File: src/rtl/phase_error_link_tx.sv
// Serial link transmitter for a node's phase-detector error word.
// Frames each captured word as start, LSB-first data, even parity, stop.
module phase_error_link_tx #(
  parameter int PDET_WIDTH     = 8,
  parameter int CLKS_PER_BIT   = 16,
  parameter int DROP_CNT_WIDTH = 8
) (
  input  logic                      fpga_clk_i,
  input  logic                      reset_i,
  input  logic                      enable_i,
  input  logic                      sample_i,
  input  logic [PDET_WIDTH-1:0]     error_i,
  output logic                      tx_o,
  output logic                      busy_o,
  output logic                      pending_o,
  output logic [DROP_CNT_WIDTH-1:0] drop_cnt_o
);

  localparam int CW = (CLKS_PER_BIT > 1) ? $clog2(CLKS_PER_BIT) : 1;
  localparam int BW = (PDET_WIDTH > 1) ? $clog2(PDET_WIDTH) : 1;
  localparam logic [CW-1:0] CYC_LAST = CW'(CLKS_PER_BIT - 1);
  localparam logic [BW-1:0] BIT_LAST = BW'(PDET_WIDTH - 1);

  typedef enum logic [2:0] {
    S_IDLE,
    S_START,
    S_DATA,
    S_PARITY,
    S_STOP
  } state_t;

  state_t                  state;
  logic [2:0]              sync_q;
  logic                    rise_q;
  logic [PDET_WIDTH-1:0]   pend_q;
  logic [PDET_WIDTH-1:0]   shift_q;
  logic                    par_q;
  logic [CW-1:0]           cyc_q;
  logic [BW-1:0]           bit_q;
  logic                    bit_end;
  logic                    cap;
  logic                    load;

  assign bit_end = (cyc_q == CYC_LAST);
  assign cap     = rise_q & enable_i;
  assign load    = pending_o & enable_i &
                   ((state == S_IDLE) |
                    ((state == S_STOP) & bit_end));

  // sync_q[1] is the synchronised strobe, sync_q[2] its previous value
  always_ff @(posedge fpga_clk_i) begin
    if (!reset_i) begin
      sync_q <= '0;
      rise_q <= 1'b0;
    end else begin
      sync_q <= {sync_q[1:0], sample_i};
      rise_q <= sync_q[1] & ~sync_q[2];
    end
  end

  always_ff @(posedge fpga_clk_i) begin
    if (!reset_i) begin
      pend_q     <= '0;
      pending_o  <= 1'b0;
      drop_cnt_o <= '0;
    end else if (cap) begin
      pend_q    <= error_i;
      pending_o <= 1'b1;
      if (pending_o && !load && (drop_cnt_o != '1))
        drop_cnt_o <= drop_cnt_o + 1'b1;
    end else if (load) begin
      pending_o <= 1'b0;
    end
  end

  always_ff @(posedge fpga_clk_i) begin
    if (!reset_i) begin
      state   <= S_IDLE;
      tx_o    <= 1'b1;
      busy_o  <= 1'b0;
      cyc_q   <= '0;
      bit_q   <= '0;
      shift_q <= '0;
      par_q   <= 1'b0;
    end else begin
      unique case (state)
        S_IDLE: begin
          cyc_q <= '0;
          if (load) begin
            state   <= S_START;
            shift_q <= pend_q;
            par_q   <= ^pend_q;
            tx_o    <= 1'b0;
            busy_o  <= 1'b1;
          end
        end
        S_START: begin
          if (bit_end) begin
            cyc_q   <= '0;
            bit_q   <= '0;
            state   <= S_DATA;
            tx_o    <= shift_q[0];
            shift_q <= shift_q >> 1;
          end else begin
            cyc_q <= cyc_q + 1'b1;
          end
        end
        S_DATA: begin
          if (bit_end) begin
            cyc_q <= '0;
            if (bit_q == BIT_LAST) begin
              bit_q <= '0;
              state <= S_PARITY;
              tx_o  <= par_q;
            end else begin
              bit_q   <= bit_q + 1'b1;
              tx_o    <= shift_q[0];
              shift_q <= shift_q >> 1;
            end
          end else begin
            cyc_q <= cyc_q + 1'b1;
          end
        end
        S_PARITY: begin
          if (bit_end) begin
            cyc_q <= '0;
            state <= S_STOP;
            tx_o  <= 1'b1;
          end else begin
            cyc_q <= cyc_q + 1'b1;
          end
        end
        S_STOP: begin
          if (bit_end) begin
            cyc_q <= '0;
            // chain straight into the next start bit, no idle gap
            if (load) begin
              state   <= S_START;
              shift_q <= pend_q;
              par_q   <= ^pend_q;
              tx_o    <= 1'b0;
            end else begin
              state  <= S_IDLE;
              busy_o <= 1'b0;
            end
          end else begin
            cyc_q <= cyc_q + 1'b1;
          end
        end
        default: begin
          state  <= S_IDLE;
          tx_o   <= 1'b1;
          busy_o <= 1'b0;
          cyc_q  <= '0;
        end
      endcase
    end
  end

endmodule

File: config.mk
export PLATFORM = sky130hd
export DESIGN_NAME = phase_error_link_tx
export DESIGN_NICKNAME = d
export VERILOG_FILES = /design/src/rtl/phase_error_link_tx.sv
export SDC_FILE = /design/constraint.sdc
export NUM_CORES = 1
export LEC_CHECK = 0
export BUFFER_PORTS_ARGS = -buffer_cell sky130_fd_sc_hd__buf_2
export CORE_ASPECT_RATIO = 1.1
export CORE_MARGIN = 2
export CORE_UTILIZATION = 49
export DETAILED_ROUTE_END_ITERATION = 10
export PLACE_DENSITY_LB_ADDON = 0.2
export SLEW_MARGIN = 20
export SYNTH_ARGS = -nofsm -noshare
export SYNTH_HDL_FRONTEND = slang
export SYNTH_SLANG_ARGS = --single-unit
File: constraint.sdc
create_clock -name fpga_clk_i -period 2 [get_ports fpga_clk_i]
set_clock_uncertainty 0.15 [all_clocks]
set_input_delay 0.3 -clock fpga_clk_i [delete_from_list [all_inputs] [get_ports fpga_clk_i]]
set_output_delay 0.3 -clock fpga_clk_i [all_outputs]
set_load 0.01 [all_outputs]
==> run summary <==
RUN STATUS
------------------------------------------------------------------------------------
Run status                                                                 completed

CRITICAL PATH
------------------------------------------------------------------------------------
Worst r2r path cells                                                               6
Slack of the worst reg-to-reg path                                           0.09 ns
Maximum fanout encountered on the critical timing path                             4
Count of cell instances traversed by the critical path                             6
Crit-path cells                                                         ha_1, ha_1, mux2_2, o32ai_1, a221o_1, nand2_1
Arrival @ worst endpoint                                                     1.95 ns
Buffers and inverters on the worst path                                            0
Critical-path cell with the highest stage delay                         sky130_fd_sc_hd__dfxtp_1
Worst EP required                                                            2.03 ns
Terminus of the critical flop-to-flop path                                      tx_o
Timing startpoint of the critical path                                      bit_q[0]
Critical register-to-register path startpoint                               bit_q[0]
Setup CP Type                                                                reg2reg
Top cell by count, worst path                                           sky130_fd_sc_hd__ha_1
Critical Path End Type                                                      register
Category of the worst setup path launch point                               register
Max incr delay on CP                                                         0.39 ns
Cell family with the largest share of critical-path delay               compound AO/OA/AOI/OAI gates
Critical Path Sink                                                              tx_o

LOGIC SYNTHESIS
------------------------------------------------------------------------------------
Cell count after synthesis                                                       235
Cells taking the most area after synthesis                              sky130_fd_sc_hd__dfxtp_1 41%, sky130_fd_sc_hd__a21oi_1 6.1%, sky130_fd_sc_hd__nand3_1 4.6%
Post-synthesis sequential element count                                           42
Post-Synthesis Mean Instance Area                                           8.78 µm²
Dominant register cell in the synthesized netlist                       sky130_fd_sc_hd__dfxtp_1
Largest area contributor in the synthesized netlist                     sky130_fd_sc_hd__dfxtp_1
Area share of the largest cell type after synthesis                            40.8%
Cell area after synthesis                                                0.00206 mm²
Count of flip-flops with a built-in enable after synthesis                         0
Fraction of the yosys area taken by sequential cells                           40.8%
Number of warnings printed during yosys synthesis                                  0
Post-Syn Nets                                                                    251
Unique masters post-synth                                                         48
Async set-reset flop share out of synthesis                                       0%

CLOCK NETWORK
------------------------------------------------------------------------------------
Clock transition at the registers of the reported paths                      0.08 ns
Clk sink count                                                                    42
CTS max path bufs                                                                  2
Clock insertion delay at the later pin of the skew report                    0.29 ns
CTS tree                                                                        done
H-tree depth                                                                       2
Clk root buf                                                            sky130_fd_sc_hd__clkbuf_8
Total CTS buffers                                                                  5
Number of buffers inserted for hold repair after clock tree synthesis              0

JOB
------------------------------------------------------------------------------------
Max-cap violations                                                                 0

STA
------------------------------------------------------------------------------------
Max frequency                                                                522 MHz
Tcrit/Tclk final                                                               95.7%
Tightest slew margin relative to the limit                                     64.3%
Setup-violating endpoint count in the final report                                 0
Number of pins with negative max-slew slack in the final report                    0
Hold Fails Final Rpt                                                               0
Unrepaired setup endpoints after global routing                                   no
Worst Tran Pin Value                                                        0.532 ns
Total negative slack for setup checks                                           0 ns
Hold slack final                                                           0.0599 ns
Setup slack after layout                                                   0.0858 ns
Minimum clock period after layout                                            1.91 ns

FLOORPLAN
------------------------------------------------------------------------------------
Die Height                                                                   72.1 µm
Number of placement rows                                                          24
Width of the die                                                             65.9 µm
Die Footprint                                                            0.00475 mm²
Starting utilization of the core area                                          51.7%
Core box area                                                            0.00399 mm²
IO Pins                                                                           23

PLACE
------------------------------------------------------------------------------------
Number of port buffers                                                            22
GP Congestion                                                                  0.803
Worst setup timing slack at the placement stage                            0.0597 ns
HPWL after DPL                                                               2900 µm
Cell Area, Placed                                                        0.00222 mm²

PWR
------------------------------------------------------------------------------------
Power density relative to cell area                                       652 mW/mm²
Maximum vdd ir drop                                                         0.475 mV
Leak Pwr                                                                    0.841 nW

CELLS AND AREA
------------------------------------------------------------------------------------
Most frequent cells in the layout                                       42 x sky130_fd_sc_hd__dfxtp_1, 25 x sky130_fd_sc_hd__a21oi_1, 22 x sky130_fd_sc_hd__buf_2
Share of post-route cells with drive strength above 1                          20.0%
Post-layout nets                                                                 275
Area of the multi-input gates                                            0.00115 mm²
Most common cell after layout, fill and taps aside                      sky130_fd_sc_hd__dfxtp_1
Total non-filler cell area in the finished layout                        0.00235 mm²
Footprint of the flip-flops and latches                                      841 µm²
Layout fillers                                                                   376
Area growth, synth to finish                                                   13.8%
Antenna cell count                                                                 0

GLOBAL ROUTE
------------------------------------------------------------------------------------
Largest net degree at the start of global routing                                 17
Initial antenna violation count                                                    0
Via count of the first global-routing pass                                      1608
Global-route wire length before repair                                       6950 µm
All-Layer GR Usage                                                             18.6%
Total grt overflow                                                                 0

ROUTING
------------------------------------------------------------------------------------
Post-DR wirelength/cell                                                      13.2 µm
Overall via count from detail_route                                             1766
WL final                                                                     4110 µm
Number of optimization iterations in the first detailed-route pass                 4
Total DRC errors in the routed layout                                              0
Initial detailed-routing violation count                                         109
Final ANT Viol Nets                                                                0
Per-cell via count in the routed design                                         5.66

MIN PATH
------------------------------------------------------------------------------------
Worst hold-check path type                                                    in2reg

-- cell usage after synthesis, types with 4 or more instances --
master                      n
sky130_fd_sc_hd__o31ai_1    4
sky130_fd_sc_hd__ha_1       4
sky130_fd_sc_hd__a21oi_1   25
sky130_fd_sc_hd__nor3b_1    9
sky130_fd_sc_hd__dfxtp_1   42
sky130_fd_sc_hd__inv_1      4
sky130_fd_sc_hd__clkbuf_1   7
sky130_fd_sc_hd__and3_1     4
sky130_fd_sc_hd__nor2_1     7
sky130_fd_sc_hd__nand2_1   20
sky130_fd_sc_hd__or4_1      4
sky130_fd_sc_hd__o21ai_0    5
sky130_fd_sc_hd__nand3_1   19
sky130_fd_sc_hd__nor3_1    15
sky130_fd_sc_hd__xnor2_1    9
sky130_fd_sc_hd__a221oi_1   7
-- state kept, by name, summed over array words and instances (netlist names) --
| register | flops |
|---|---|
| cyc_q | 4 |
| par_q | 1 |
| shift_q | 8 |
| drop_cnt_o | 8 |
| rise_q | 1 |
| tx_o | 1 |
| bit_q | 3 |
| busy_o | 1 |
| sync_q | 3 |
| pending_o | 1 |
| state | 3 |
| pend_q | 8 |
-- power by group --
| group | switching, W | internal (W) |
|---|---|---|
| Clock | 0.000295 | 0.000278 |
| Sequential | 0.0000123 | 0.000853 |
| Combinational | 0.0000474 | 0.0000448 |
| Total | 0.000355 | 0.00118 |
-- through the flow --
stage | total power [W] | util (%) | std cells
3_5_place_dp | 0.000978 | 55.7 | 304
2_1_floorplan | 0.000946 | - | 235
4_1_cts | 0.00154 | 58.1 | 312
5_1_grt | 0.00159 | 58.8 | 312
6_report | 0.00153 | 58.8 | 312
3_3_place_gp | 0.000978 | 55.7 | 304
-- kinds of logic after synthesis --
group                      synth area share, %
AOI/OAI and AO/OA                         20.0
and+or+nand+nor                           25.3
muxes                                     1.03
xor gates and xnor gates                  5.46
DFF                                       40.8
buffers and inverters                     5.03
adders and majority gates                 2.43
-- how the worst min path moves through the flow --
stage                   start   endpoint  slack [ns]  cells after the start
floorplan           sync_q[2]     rise_q        0.22                      1
global placement    sync_q[2]     rise_q        0.22                      1
detailed placement  sync_q[2]     rise_q        0.23                      1
CTS                  sample_i  sync_q[0]        0.06                      2
global route         sample_i  sync_q[0]        0.05                      2
finish               sample_i  sync_q[0]        0.06                      2
-- routing by layer --
metal	vias to the layer above	GRT usage, %	wire length (µm)
met5	-	0	0
met4	0	7.41	59
li1	903	-	-
met1	820	23.1	1950
met2	37	30.6	1930
met3	6	5.12	171
-- layout make-up --
type                    instances  share of cell area [%]
multi-input cells             174                    48.8
flip-flops and latches         42                    35.8
repair buffers                 32                    7.89
clock buffers                   6                    3.52
well taps                      52                    2.77
inverters                       4                   0.640
clock inverters                 2                   0.533
-- timing repair --
item                       in CTS  in global routing
resized for setup               0                  6
setup buffers                   0                  0
setup endpoints to repair       0                 13
Power figures use the tool's default switching activity.
